--- src/rtl/vga_timing_pkg.sv ---
// Shared VGA timing constants and the phase type used by the
// horizontal and vertical counters.
`timescale 1ns/1ps
package vga_timing_pkg;

  localparam int H_DISPLAY_640 = 640;
  localparam int H_FRONT_640   = 16;
  localparam int H_SYNC_640    = 96;
  localparam int H_BACK_640    = 48;

  localparam int V_DISPLAY_480 = 480;
  localparam int V_FRONT_480   = 10;
  localparam int V_SYNC_480    = 2;
  localparam int V_BACK_480    = 33;

  localparam int H_DISPLAY_1152 = 1152;
  localparam int H_FRONT_1152   = 64;
  localparam int H_SYNC_1152    = 128;
  localparam int H_BACK_1152    = 256;

  localparam int V_DISPLAY_864 = 864;
  localparam int V_FRONT_864   = 1;
  localparam int V_SYNC_864    = 3;
  localparam int V_BACK_864    = 32;

  typedef enum logic [1:0] {
    PH_DISPLAY,
    PH_FRONT,
    PH_SYNC,
    PH_BACK
  } phase_e;

endpackage

--- src/rtl/v_counter.sv ---
// Vertical timing stage: counts line_end strobes into a line index
// and registers the phase flags, vsync and frame_start from it.
`timescale 1ns/1ps
module v_counter
  import vga_timing_pkg::*;
#(
  parameter int V_DISPLAY    = V_DISPLAY_480,
  parameter int V_FRONT      = V_FRONT_480,
  parameter int V_SYNC       = V_SYNC_480,
  parameter int V_BACK       = V_BACK_480,
  parameter int LINE_W       = 10,
  parameter bit VSYNC_ACTIVE = 1'b0
) (
  input  logic              clk,
  input  logic              reset,
  input  logic              line_end,
  input  logic              h_display,
  output logic              vsync,
  output logic              v_display,
  output logic              v_front_porch,
  output logic              v_sync_pulse,
  output logic              v_back_porch,
  output logic [LINE_W-1:0] v_line,
  output logic              frame_start,
  output logic              video_on
);

  localparam int TOTAL = V_DISPLAY + V_FRONT
                       + V_SYNC + V_BACK;

  localparam logic [LINE_W-1:0] LAST =
    LINE_W'(TOTAL - 1);
  localparam logic [LINE_W-1:0] FRONT_AT =
    LINE_W'(V_DISPLAY);
  localparam logic [LINE_W-1:0] SYNC_AT =
    LINE_W'(V_DISPLAY + V_FRONT);
  localparam logic [LINE_W-1:0] BACK_AT =
    LINE_W'(V_DISPLAY + V_FRONT + V_SYNC);

  phase_e            state_q, state_d;
  logic [LINE_W-1:0] line_q, line_d;
  logic [3:0]        flags_q, flags_d;
  logic              vsync_q, vsync_d;
  logic              fs_q, fs_d;

  always_comb begin
    line_d  = line_q;
    state_d = state_q;
    fs_d    = 1'b0;
    if (line_end) begin
      if (line_q == LAST) begin
        line_d = '0;
        fs_d   = 1'b1;
      end else begin
        line_d = line_q + LINE_W'(1);
      end
      // Phase follows the line the counter is moving to.
      if (line_d < FRONT_AT) begin
        state_d = PH_DISPLAY;
      end else if (line_d < SYNC_AT) begin
        state_d = PH_FRONT;
      end else if (line_d < BACK_AT) begin
        state_d = PH_SYNC;
      end else begin
        state_d = PH_BACK;
      end
    end
  end

  always_comb begin
    flags_d = 4'b0001;
    vsync_d = ~VSYNC_ACTIVE;
    unique case (state_d)
      PH_DISPLAY: flags_d = 4'b0001;
      PH_FRONT:   flags_d = 4'b0010;
      PH_SYNC: begin
        flags_d = 4'b0100;
        vsync_d = VSYNC_ACTIVE;
      end
      PH_BACK:    flags_d = 4'b1000;
    endcase
  end

  always_ff @(posedge clk or posedge reset) begin
    if (reset) begin
      state_q <= PH_DISPLAY;
      line_q  <= '0;
      flags_q <= 4'b0001;
      vsync_q <= ~VSYNC_ACTIVE;
      fs_q    <= 1'b0;
    end else begin
      state_q <= state_d;
      line_q  <= line_d;
      flags_q <= flags_d;
      vsync_q <= vsync_d;
      fs_q    <= fs_d;
    end
  end

  assign v_display     = flags_q[0];
  assign v_front_porch = flags_q[1];
  assign v_sync_pulse  = flags_q[2];
  assign v_back_porch  = flags_q[3];
  assign v_line        = line_q;
  assign vsync         = vsync_q;
  assign frame_start   = fs_q;
  assign video_on      = h_display & flags_q[0];

endmodule

--- config.mk ---
export PLATFORM = sky130hd
export DESIGN_NAME = v_counter
export DESIGN_NICKNAME = d
export VERILOG_FILES = /design/src/rtl/vga_timing_pkg.sv /design/src/rtl/v_counter.sv
export SDC_FILE = /design/constraint.sdc
export NUM_CORES = 1
export LEC_CHECK = 0
export CAP_MARGIN = 25
export CORE_ASPECT_RATIO = 1.25
export CORE_UTILIZATION = 40
export CTS_BUF_LIST = sky130_fd_sc_hd__clkbuf_4 sky130_fd_sc_hd__clkbuf_8
export CTS_CLUSTER_SIZE = 16
export DETAILED_ROUTE_END_ITERATION = 8
export GPL_TIMING_DRIVEN = 0
export MAX_ROUTING_LAYER = met4
export PLACE_DENSITY = 0.75
export SYNTH_ARGS = -nofsm -noshare
export SYNTH_HDL_FRONTEND = slang
export SYNTH_SLANG_ARGS = --single-unit
--- constraint.sdc ---
create_clock -name clk -period 2.2 [get_ports clk]
set_input_delay 0.55 -clock clk [delete_from_list [all_inputs] [get_ports clk]]
set_output_delay 0.55 -clock clk [all_outputs]
set_load 0.01 [all_outputs]
==> results.toml, run 1 <==
[layout]
fin_util_pct = 54.0
nets = 147
fin_cells = 172
area_growth_pct = 26.0
antennaDiodeCount = 0
layout-drive-gt1-share_pct = 15.1

[critical_path]
slowest_delay_ns = 0.46
cp.required_ns = 2.39
critical_path_peak_fanout = 9
cp-start-kind = "flip-flop"
critPathKind = "reg2reg"
path_cells = "inv_1, ha_1, or2_2, a211oi_1, a211oi_1, and3_2, o221a_2"
endpoint_kind = "flip-flop"
cp.arrival_ns = 2.27
crit_top_cell = "a211oi_1"
cp_slowest_cell = "dfrtp_2"

[floorplanning]
fp.dieArea_sq_um = 2840
die_y_microns = 59.3
fp-row-count = 20
core_region_area_sq_um = 2450
die_w_microns = 47.8
pin_count = 21
start_util_pct = 42.9

[power]
p_comb_share_pct = 48.2
total_power_mw = 1.29
ir_worst_vdd_mv = 0.488
swShare_pct = 39.0
p_int_mw = 0.787
power.switching_mw = 0.503
clockPowerShare_pct = 12.4
p_per_area_nw_per_um2 = 975
leakage_nw = 0.550
seq_power_share_pct = 39.4

[clocking]
cts.sinks = 18
clk_latency_ns = 0.29
htreeDepth = 1
hold_buffers = 0
clockRootBuffer = "clkbuf_4"
cts_buffers = 3
clk_pin_slew_ns = 0.10
clock_path_buffers = 2
cts_tree = "done"

[sta]
period_needed_ns = 2.09
rsz0062_at_grt = "no"
worst_pin_slew_ns = 0.653
fin_crit_sh_pct = 94.8
skew_ns = 0.00297
fmax_mhz = 480
setup_violations = 0
drv_slew = 0
finalHoldViolations = 0
fin_ws_ns = 0.115
slew_headroom_pct = 56.5

[synthesis]
synth_simple_gate_area_share_pct = 25.8
mappedNetlistNets = 123
synthAdderAreaFrac_pct = 2.38
synth_compound_area_share_pct = 20.5
syn-cell-area_sq_um = 1050
synth_top_family_by_area = "simple AND/OR/NAND/NOR gates"
synth-main-ff-cell = "dfrtp_1"
synth-xor-area-share_pct = 3.33
async_reset_ff_share_pct = 100
synth.avg_cell_area_sq_um = 8.98
syn_inst = 117
ys_top_cells_by_area = "dfrtp_1 38%, dfstp_2 5.0%, o21ai_0 4.8%"
synthMuxAreaShare_pct = 0
synth_common_cells = "16 x dfrtp_1, 13 x nand2_1, 10 x o21ai_0, 8 x inv_1, 7 x nor2_1"
synth_top_area_share_pct = 38.1
seq_area_frac_synth_pct = 43.1
synth.most_common_cell = "dfrtp_1"
yosysTopAreaCell = "dfrtp_1"
yosys_warnings = 0
synth_edf_count = 0
synth-seq-cells = 18
synth_cell_types = 38

[placement]
dp_hpwl_mm = 1.74
gp_congestion = 0.923
dp_slack_ns = -0.0184
numPortBuffers = 20
dp_cells = 170

[detailed_routing]
first_iter_violations = 24
drt-total-wl_mm = 2.30
vias = 949
routedWlPerCell_microns = 13.4
drc = 0
vias_per_cell = 5.52
antenna_left = 0
first_pass_iters = 4

[worst_hold_path]
hold_path_class = "reg2reg"

[outcome]
outcome = "completed"

[global_routing]
grt_antenna_before_repair = 0
grt_overflow = 0
grt_usage_pct = 19.6
grt_pass1_wl_mm = 3.86
grt_pass1_vias = 864
grt_max_degree = 19

[job]
cap_violations = 0
## worst paths after layout
| kind | start | end | slack [ns] | depth (start not counted) |
|---|---|---|---|---|
| max in group asynchronous | reset | v_line[1] | 1.10 | 2 |
| max reg2reg | v_line[0] | flags_q[2] | 0.11 | 7 |
| min reg2reg | state_q[1] | flags_q[0] | 0.58 | 3 |
| min in group asynchronous | reset | v_line[7] | 0.64 | 2 |
| max | v_line[0] | flags_q[2] | 0.11 | 7 |
| min | state_q[1] | flags_q[0] | 0.58 | 3 |
## power groups by stage
stage                     Clock (mW)  Sequential [mW]  Combinational, mW
after global routing           0.185            0.525              0.689
after detailed placement           0            0.513              0.615
after global placement             0            0.511              0.599
final                          0.160            0.509              0.621
after floorplan                    0            0.532              0.349
after CTS                      0.164            0.507              0.617
## per-stage QoR
| stage | hold WS (ns) | instance area (sq um) | TNS (ns) |
|---|---|---|---|
| finish | 0.582 | 1320 | 0 |
| CTS | 0.585 | 1310 | 0 |
| floorplan | 0.487 | 1050 | 0 |
| global placement | 0.544 | 1290 | 0 |
| global route | 0.624 | 1320 | 0 |
| detailed placement | 0.558 | 1290 | -0.0349 |
## final cells by class
class	count	area (sq um)
sequential	18	455
inverter	8	30.0
buffer	4	17.5
fill	255	1130
tap	33	41.3
timing repair buffer	20	203
multi-input combinational	86	554
clock buffer	3	22.5
## layout by cell type, fill, tap and decap left out, types with 2 or more instances in the layout
cell	synthesis	final
clkbuf_1	3	2
xor2_1	3	3
or3_1	3	3
buf_2	2	2
clkbuf_4	0	3
nand2_1	13	13
nor3_1	4	3
a211oi_1	3	3
dfrtp_1	16	14
or2_2	2	2
clkdlybuf4s50_1	0	19
nand3_1	3	3
nor2_1	7	7
nand4_1	2	2
o21ai_0	10	10
nand3b_1	2	2
dfrtp_2	0	2
o22ai_1	2	2
inv_1	8	8
dfstp_2	2	2
and3_1	3	3
a21oi_1	6	6
o221ai_1	2	2
nor4_1	3	3
## critical path, delay by kind of cell, from the launching register on
kind,cells,cell delay (ns)
fa+ha+maj,1,0.35
buf+inv,1,0.08
flops,1,0.46
simple gates,2,0.55
compound gates,3,0.54
## cell families (layout without fill, tap and decap cells)
group / count (synthesis) / count (layout)
xor+xnor: 4 / 4
compound gates: 30 / 30
simple gates: 50 / 50
flops: 18 / 18
buf+inv: 13 / 35
fa+ha+maj: 2 / 2
## per-layer routing
layer	vias to the layer above	GRT usage [%]	share of wire, %
met5	-	-	0
met4	0	8.73	2.1
met3	5	1.83	4.5
met2	36	30.3	50
met1	445	25.3	44
li1	463	-	-
## state kept, by name, summed over array words and instances (netlist names)
name         count
frame_start      1
state_q          2
flags_q          4
v_line          10
vsync            1
## timing repair
action                                  CTS  global route
pin swaps                                 1             1
endpoints found under the setup margin    3             6
buffers inserted                          0             0
resized for setup                         1             4
No activity file was read; power rests on OpenSTA's default activity.
==> run 2, diff against run 1 <==
--- a/config.mk
+++ b/config.mk
@@ -7,13 +7,15 @@
 export LEC_CHECK = 0
 export CAP_MARGIN = 25
 export CORE_ASPECT_RATIO = 1.25
+export CORE_MARGIN = 8
 export CORE_UTILIZATION = 40
 export CTS_BUF_LIST = sky130_fd_sc_hd__clkbuf_4 sky130_fd_sc_hd__clkbuf_8
 export CTS_CLUSTER_SIZE = 16
 export DETAILED_ROUTE_END_ITERATION = 8
 export GPL_TIMING_DRIVEN = 0
+export HOLD_SLACK_MARGIN = 0.12
 export MAX_ROUTING_LAYER = met4
-export PLACE_DENSITY = 0.75
+export PLACE_DENSITY = 0.77
 export SYNTH_ARGS = -nofsm -noshare
 export SYNTH_HDL_FRONTEND = slang
 export SYNTH_SLANG_ARGS = --single-unit
==> constraint.sdc (replaced) <==
create_clock -name clk -period 1.75 [get_ports clk]
set_input_delay 0.4375 -clock clk [delete_from_list [all_inputs] [get_ports clk]]
set_output_delay 0.4375 -clock clk [all_outputs]
set_load 0.01 [all_outputs]
==> run 2 against run 1 <==
  * The run now ends with negative setup slack left
  * Routed wire length rose by 39%
  * Largest power group unchanged
  * Critical path type unchanged
  * Global-route usage down 5.7 points
  * Hold slack lost 0.056 ns
  * First-iteration DRC count grew 130%
  * Utilization up 7.6 points
  * Critical path depth down 1
  * Combinational power is 79% higher
  * Sequential power is 26% higher
  * Non-clock buffer count increased by 21
  * Worst setup slack got worse by 0.38 ns
  * Die area grew 60%
==> results.toml, run 2 (synthesized netlist as in run 1, its figures left out) <==
[sta]
finalHoldViolations = 0
fmax_mhz = 495
rsz0062_at_grt = "yes"
fin_crit_sh_pct = 115
slew_headroom_pct = 53.6
period_needed_ns = 2.02
worst_pin_slew_ns = 0.695
skew_ns = 0.00988
setup_violations = 9
tns_ns = -1.46
fin_ws_ns = -0.270
drv_slew = 0

[global_routing]
grt_antenna_before_repair = 0
grt_usage_pct = 13.8
grt_max_degree = 19
grt_overflow = 0
grt_pass1_vias = 1017
grt_pass1_wl_mm = 4.60

[critical_path]
endpoint_kind = "flip-flop"
critPathKind = "reg2reg"
cp-start-kind = "flip-flop"
cp.required_ns = 1.96
r2r-start = "v_line[1]"
reg2reg_slack_ns = -0.27
reg2reg_to = "flags_q[3]"
worstSetupStartpoint = "v_line[1]"
cp.arrival_ns = 2.23
r2r_cells = 6
critical_path_peak_fanout = 7
endpoint = "flags_q[3]"

[clocking]
clk_latency_ns = 0.31
clock_path_buffers = 2
htreeDepth = 1
clockRootBuffer = "clkbuf_4"
cts_buffers = 3
hold_buffers = 0
cts.sinks = 18
cts_tree = "done"
clk_pin_slew_ns = 0.11

[placement]
dp_hpwl_mm = 1.89
dp_cells = 171
gp_congestion = 0.879
numPortBuffers = 20

[floorplanning]
fp.dieArea_sq_um = 4530
pin_count = 21
core_region_area_sq_um = 2600
fp-row-count = 21
start_util_pct = 40.4
die_w_microns = 61.8
die_y_microns = 73.3

[layout]
fin_cells = 195
layout_common_cells = "21 x buf_4, 13 x nand2_1, 11 x clkdlybuf4s50_1, 10 x dfrtp_1, 7 x dlygate4sd2_1"
layout-drive-gt1-share_pct = 39.8
mostFrequentLayoutCell = "buf_4"
nets = 168
n_fill_cell = 210
largest_reg_flops = 10
antennaDiodeCount = 0
area_growth_pct = 52.4

[detailed_routing]
drc = 0
first_iter_violations = 55
routedWlPerCell_microns = 16.4
first_pass_iters = 4
vias_per_cell = 5.84
drt-total-wl_mm = 3.20
antenna_left = 0
vias = 1139

[power]
total_power_mw = 2.01
ir_worst_vdd_mv = 0.511
leakage_nw = 0.691
p_per_area_nw_per_um2 = 1260

[job]
cap_violations = 0

[outcome]
outcome = "finished with violations"
violations = "negative setup slack"

[worst_hold_path]
hold_path_class = "in2async"
run 2: metal layers:
layer  share of wire, %  global-route usage, %  vias to the layer above
li1                   -                      -                      507
met1                 38                   15.2                      536
met2                 48                   21.2                       70
met3                8.3                   1.93                       26
met4                6.4                   11.4                        0
met5                  0                      -                        -
run 2: area by class of cell:
| cell class | instances | area [sq um] | area share, % |
|---|---|---|---|
| multi-input cells | 86 | 649 | 40.5 |
| flip-flops and latches | 18 | 460 | 28.7 |
| repair buffers | 41 | 359 | 22.4 |
| well taps | 34 | 42.5 | 2.66 |
| clock buffers | 4 | 36.3 | 2.27 |
| inverters | 8 | 30.0 | 1.87 |
| plain buffers | 4 | 23.8 | 1.48 |
run 2: per-stage QoR:
stage / hold slack, ns / area [sq um] / worst slack, ns / util, %
finish: 0.526 / 1600 / -0.270 / 61.6
global route: 0.595 / 1600 / -0.301 / 61.6
CTS: 0.546 / 1450 / -0.187 / 55.9
detailed placement: 0.534 / 1340 / -0.302 / 51.7
global placement: 0.525 / 1340 / -0.284 / 51.7
floorplan: 0.374 / 1100 / -0.161 / -
run 2: report_power, final:
group | internal, mW | switching, mW
Combinational | 0.553 | 0.553
Clock | 0.127 | 0.137
Sequential | 0.535 | 0.107
run 2: what timing repair did:
| action | CTS | global route |
|---|---|---|
| gates resized for setup | 16 | 25 |
| pin swaps | 6 | 18 |
| buffers inserted | 10 | 13 |
| setup endpoints to repair | 21 | 18 |
run 2: how the worst min path moves through the flow:
stage | depth (start not counted) | slack [ns] | startpoint | end
final | 2 | 0.53 | reset | v_line[8]
after global routing | 1 | 0.59 | v_line[8] | v_line[8]
after CTS | 2 | 0.55 | reset | v_line[8]
after detailed placement | 1 | 0.53 | v_line[7] | v_line[7]
after global placement | 1 | 0.53 | v_line[7] | v_line[7]
after floorplan | 1 | 0.37 | reset | flags_q[1]
run 2: critical path: stages, from the launching register on:
cell	delay, ns
dfrtp_2	0.49
ha_4	0.22
or2_4	0.22
o31a_1	0.26
o22ai_2	0.20
o211ai_1	0.24
o221ai_1	0.28
